$ cat src/rtl/led_pattern_sequencer.sv
// LED sequencer: mirrors the slide switches when idle and plays one of four
// timed patterns (fill, walk, blink, rotate) after a start pulse.
module led_pattern_sequencer #(
  parameter int TICK_DIV = 100000000,
  parameter int CNT_W    = 27
) (
  input  logic        clk,
  input  logic        rst,
  input  logic [15:0] SW,
  input  logic [1:0]  mode,
  input  logic        start,
  input  logic        stop,
  output logic [15:0] LED,
  output logic        busy,
  output logic        done,
  output logic [4:0]  step
);

  typedef enum logic [1:0] {
    S_IDLE = 2'd0,
    S_RUN  = 2'd1,
    S_DONE = 2'd2
  } state_t;

  localparam logic [1:0]       M_FILL   = 2'b00;
  localparam logic [1:0]       M_WALK   = 2'b01;
  localparam logic [1:0]       M_BLINK  = 2'b10;
  localparam logic [CNT_W-1:0] TICK_MAX = CNT_W'(TICK_DIV - 1);

  state_t           state_q, state_d;
  logic [15:0]      led_q, led_d;
  logic [15:0]      pat_q, pat_d;
  logic [1:0]       mode_q, mode_d;
  logic [4:0]       step_q, step_d;
  logic [CNT_W-1:0] cnt_q, cnt_d;
  logic             busy_q, busy_d;
  logic             done_q, done_d;
  logic             tick;

  assign tick = (state_q == S_RUN) && (cnt_q == TICK_MAX);

  always_comb begin
    state_d = state_q;
    led_d   = led_q;
    pat_d   = pat_q;
    mode_d  = mode_q;
    step_d  = step_q;
    cnt_d   = cnt_q;
    case (state_q)
      S_IDLE: begin
        led_d = SW;
        // stop wins over a simultaneous start, so start is only honoured alone
        if (start && !stop) begin
          mode_d  = mode;
          pat_d   = SW;
          step_d  = 5'd0;
          cnt_d   = '0;
          state_d = S_RUN;
          case (mode)
            M_FILL:  led_d = 16'h0000;
            M_WALK:  led_d = 16'h0001;
            default: led_d = SW;
          endcase
        end
      end
      S_RUN: begin
        if (stop) begin
          state_d = S_IDLE;
        end else begin
          cnt_d = tick ? '0 : cnt_q + CNT_W'(1);
          if (tick) begin
            case (mode_q)
              M_FILL: begin
                if (step_q == 5'd16) begin
                  led_d   = 16'h0000;
                  state_d = S_DONE;
                end else begin
                  led_d  = led_q | (16'h0001 << step_q[3:0]);
                  step_d = step_q + 5'd1;
                end
              end
              M_BLINK: begin
                // step[0]=0 shows the pattern, step[0]=1 shows blank
                led_d  = step_q[0] ? pat_q : 16'h0000;
                step_d = {4'd0, ~step_q[0]};
              end
              default: begin
                led_d  = {led_q[14:0], led_q[15]};
                step_d = {1'b0, step_q[3:0] + 4'd1};
              end
            endcase
          end
        end
      end
      S_DONE: begin
        led_d   = SW;
        state_d = S_IDLE;
      end
      default: state_d = S_IDLE;
    endcase
    busy_d = (state_d == S_RUN);
    done_d = (state_d == S_DONE);
  end

  always_ff @(posedge clk) begin
    if (rst) begin
      state_q <= S_IDLE;
      led_q   <= 16'h0000;
      pat_q   <= 16'h0000;
      mode_q  <= 2'b00;
      step_q  <= 5'd0;
      cnt_q   <= '0;
      busy_q  <= 1'b0;
      done_q  <= 1'b0;
    end else begin
      state_q <= state_d;
      led_q   <= led_d;
      pat_q   <= pat_d;
      mode_q  <= mode_d;
      step_q  <= step_d;
      cnt_q   <= cnt_d;
      busy_q  <= busy_d;
      done_q  <= done_d;
    end
  end

  assign LED  = led_q;
  assign busy = busy_q;
  assign done = done_q;
  assign step = step_q;

endmodule

$ cat config.mk
export PLATFORM = sky130hd
export DESIGN_NAME = led_pattern_sequencer
export DESIGN_NICKNAME = d
export VERILOG_FILES = /design/src/rtl/led_pattern_sequencer.sv
export SDC_FILE = /design/constraint.sdc
export NUM_CORES = 1
export LEC_CHECK = 0
export BUFFER_PORTS_ARGS = -buffer_cell sky130_fd_sc_hd__clkbuf_2
export CAP_MARGIN = 20
export CORE_MARGIN = 2
export CORE_UTILIZATION = 60
export CTS_BUF_LIST = sky130_fd_sc_hd__clkbuf_2 sky130_fd_sc_hd__clkbuf_4 sky130_fd_sc_hd__clkbuf_8
export CTS_CLUSTER_DIAMETER = 30
export DETAILED_ROUTE_END_ITERATION = 6
export GPL_TIMING_DRIVEN = 0
export PLACE_DENSITY = 0.93
export REMOVE_ABC_BUFFERS = 1
export SYNTH_ARGS = -nofsm -noshare
export SYNTH_HDL_FRONTEND = slang
export SYNTH_SLANG_ARGS = --single-unit
export TNS_END_PERCENT = 20
$ cat constraint.sdc
create_clock -name clk -period 2.5 [get_ports clk]
set_input_delay 0.5 -clock clk [delete_from_list [all_inputs] [get_ports clk]]
set_output_delay 0.5 -clock clk [all_outputs]
set_load 0.02 [all_outputs]
==> metrics.cfg <==
[sta]
tightest_slew_ns=1.09
timing.final.crit_share=0.960
setup_viol=0
drv_slew=0
rsz0062_at_grt=no
fin_skew_ns=0.0143
hold_violations=0
fin_crit_ns=2.40
fmaxAchievable_ghz=0.416
slew_headroom=0.272

[layout]
final_core_util=0.686
num_antenna_cells=0
multiInputGateArea_um2=2280
nFillCells=491
layout.area.seq_um2=1410
final_layout_size_suffix_gt1_frac=0.153
final_cell_area_um2=4280
area.growth.synth_to_final_pct=12.3
nets=539

[synth]
async_flop_share=0
ys_seq_elements=70
ys_seq_area_frac=0.368
syn-mean-instance-area_um2=8.02
synth_edf_count=0
netlist_area_um2=3810
synthDistinctLibCells=55
synth_ff_type=dfxtp_1
yosys_warnings=0
syn_inst=475

[critical_path]
cp-start-kind=flip-flop
cp_max_fo=23
worstPathRequired_ns=2.75
worstSetupPathType=flip-flop to flip-flop
end_kind=flip-flop
arrival_ns=2.65

[clocking]
cts_sinks=70
cts_root_buf=clkbuf_8
cts_buffer_depth=2
cts_buffers=9
tritoncts=done
ctsHoldBuffers=0
clkLatencyLatePin_ns=0.37
htreeDepth=3
path_clk_slew_ns=0.09

[power_and_ir_drop]
ir_drop_v=0.000580
comb_power_share=0.137
p_sw_uw=696
power.density_nw_per_um2=569
pwr-share-clk=0.369
intPower_uw=1740
seqPwrFrac=0.494
p_sw_frac=0.286
total_leakage_power_uw=0.00162

[die]
start_util=0.611
rows=29
core_area_um2=6240
die_y_um=83.7
die-area_um2=7010
io_pins=45
die_w_um=83.7

[routing]
dr.pass1.iters=6
routed_wl_mm=10.2
drc=0
wl_per_cell_um=17.4
drt-initial-drc-count=418
wl_met3_um=982
avgViaCountPerCell=6.56
wl_met1_mm=4.36
vias=3858
met2_length_mm=4.67
highest_layer=met4
ant_nets=0

[grt]
grt_max_degree=43
antenna_found_initial=0
overflow=0
grt_pass1_vias=3502
track_usage=0.290
grt_pass1_wl_mm=16.7

[placed_design]
hpwl_mm=6.75
io_buffers=44
gp_congestion=0.890
placed_cell_area_um2=4050

[status]
status=completed

[min_path]
hold_class=input port to flip-flop

[run]
drv_cap=0

-- logic make-up after synthesis --
family | Yosys count | synth area share
AOI/OAI and AO/OA | 128 | 0.234
xor gates and xnor gates | 21 | 0.0483
adders and majority gates | 11 | 0.0361
buffers and inverters | 40 | 0.0427
and+or+nand+nor | 203 | 0.266
muxes | 2 | 0.00558
DFF | 70 | 0.368
-- critical path, cell delays in order (launching register included) --
cell and delay [ns]:
dfxtp_4 0.52, inv_1 0.16, ha_1 0.31, and4bb_2 0.30
and2_1 0.26, nor2b_4 0.30, a32oi_1 0.14, a211oi_1 0.29
-- registers in the layout (all words and copies together), names as in the netlist --
register,flops
state_q,2
busy,1
pat_q,16
done,1
LED,16
mode_q,2
step,5
cnt_q,27
-- synth_stat cells (all sizes together), types with 2 or more instances --
cell | n | area (um^2)
nor4bb | 5 | 50.1
a32oi | 14 | 123
nor3b | 2 | 15.0
xor2 | 5 | 43.8
a21oi | 34 | 170
nand2 | 71 | 267
nand2b | 6 | 37.5
or2 | 3 | 18.8
nor4 | 3 | 18.8
nand3 | 12 | 65.1
o21a | 3 | 22.5
nand4 | 9 | 62.6
or3 | 3 | 18.8
and2 | 6 | 37.5
and3 | 5 | 31.3
clkbuf | 19 | 71.3
a31oi | 5 | 31.3
o31a | 2 | 17.5
nand4b | 3 | 26.3
nor2 | 53 | 199
a211oi | 15 | 113
buf | 8 | 42.5
o21ai | 20 | 100
a311o | 2 | 20.0
nor2b | 5 | 31.3
dfxtp | 70 | 1400
a21boi | 4 | 30.0
o22ai | 2 | 18.8
ha | 11 | 138
nor3 | 7 | 40.0
xnor2 | 16 | 140
and4 | 4 | 37.5
a2bb2oi | 12 | 105
inv | 13 | 48.8
a211o | 9 | 78.8
nor4b | 2 | 17.5
-- metrics by stage --
| step | TNS, ns | instances | power, uW | setup slack, ns | hold WS, ns |
|---|---|---|---|---|---|
| 4_1_cts | 0 | 587 | 2420 | 0.0157 | 0.359 |
| 2_1_floorplan | 0 | 448 | 1420 | 0.00951 | 0.427 |
| 3_5_place_dp | -7.93 | 571 | 1540 | -0.706 | 0.446 |
| 5_1_grt | 0 | 588 | 2510 | 0.00513 | 0.359 |
| 3_3_place_gp | -6.52 | 569 | 1520 | -0.592 | 0.439 |
| 6_report | 0 | 588 | 2430 | 0.0988 | 0.360 |
-- cell usage in the layout, fill, tap and decap left out, drive strengths merged, types with 6 or more instances in the layout --
cell	n
nand2	71
dfxtp	70
nor2	53
clkbuf	53
a21oi	34
o21ai	20
xnor2	16
a211oi	15
a32oi	14
inv	13
a2bb2oi	12
nand3	12
ha	11
a211o	9
nand4	9
nor3	7
nand2b	6
and2	6
-- area by class of cell --
type,count,area share
inverter,13,0.0114
timing repair buffer,46,0.0596
clock buffer,9,0.0289
multi-input combinational,366,0.534
sequential,70,0.328
tap,77,0.0225
clock inverter,7,0.0152
-- power groups by stage --
stage / combinational [uW] / sequential (uW) / clock [uW]
6_report: 333 / 1200 / 897
5_1_grt: 361 / 1210 / 947
4_1_cts: 320 / 1200 / 901
3_5_place_dp: 317 / 1230 / 0
3_3_place_gp: 300 / 1220 / 0
2_1_floorplan: 177 / 1240 / 0
-- final timing paths --
check / startpoint / end / slack [ns] / cells past startpoint
setup / recovery: step[0] / LED[8] / 0.1 / 7
hold / removal: SW[1] / pat_q[1] / 0.36 / 3
setup reg to reg: step[0] / LED[8] / 0.1 / 7
hold reg to reg: pat_q[15] / pat_q[15] / 0.45 / 2
-- layer usage --
layer / up-vias / GRT usage
li1: 1775 / -
met1: 1809 / 0.386
met2: 240 / 0.462
met3: 34 / 0.0712
met4: 0 / 0.0997
met5: - / 0
-- timing repair --
| item | CTS | global route |
|---|---|---|
| gates resized for setup | 3 | 5 |
| pin swaps | 0 | 1 |
| setup buffers | 0 | 0 |
| cloned | 0 | 1 |
| setup endpoints to repair | 16 | 42 |
Note: power is estimated with default switching activity, not from simulation.
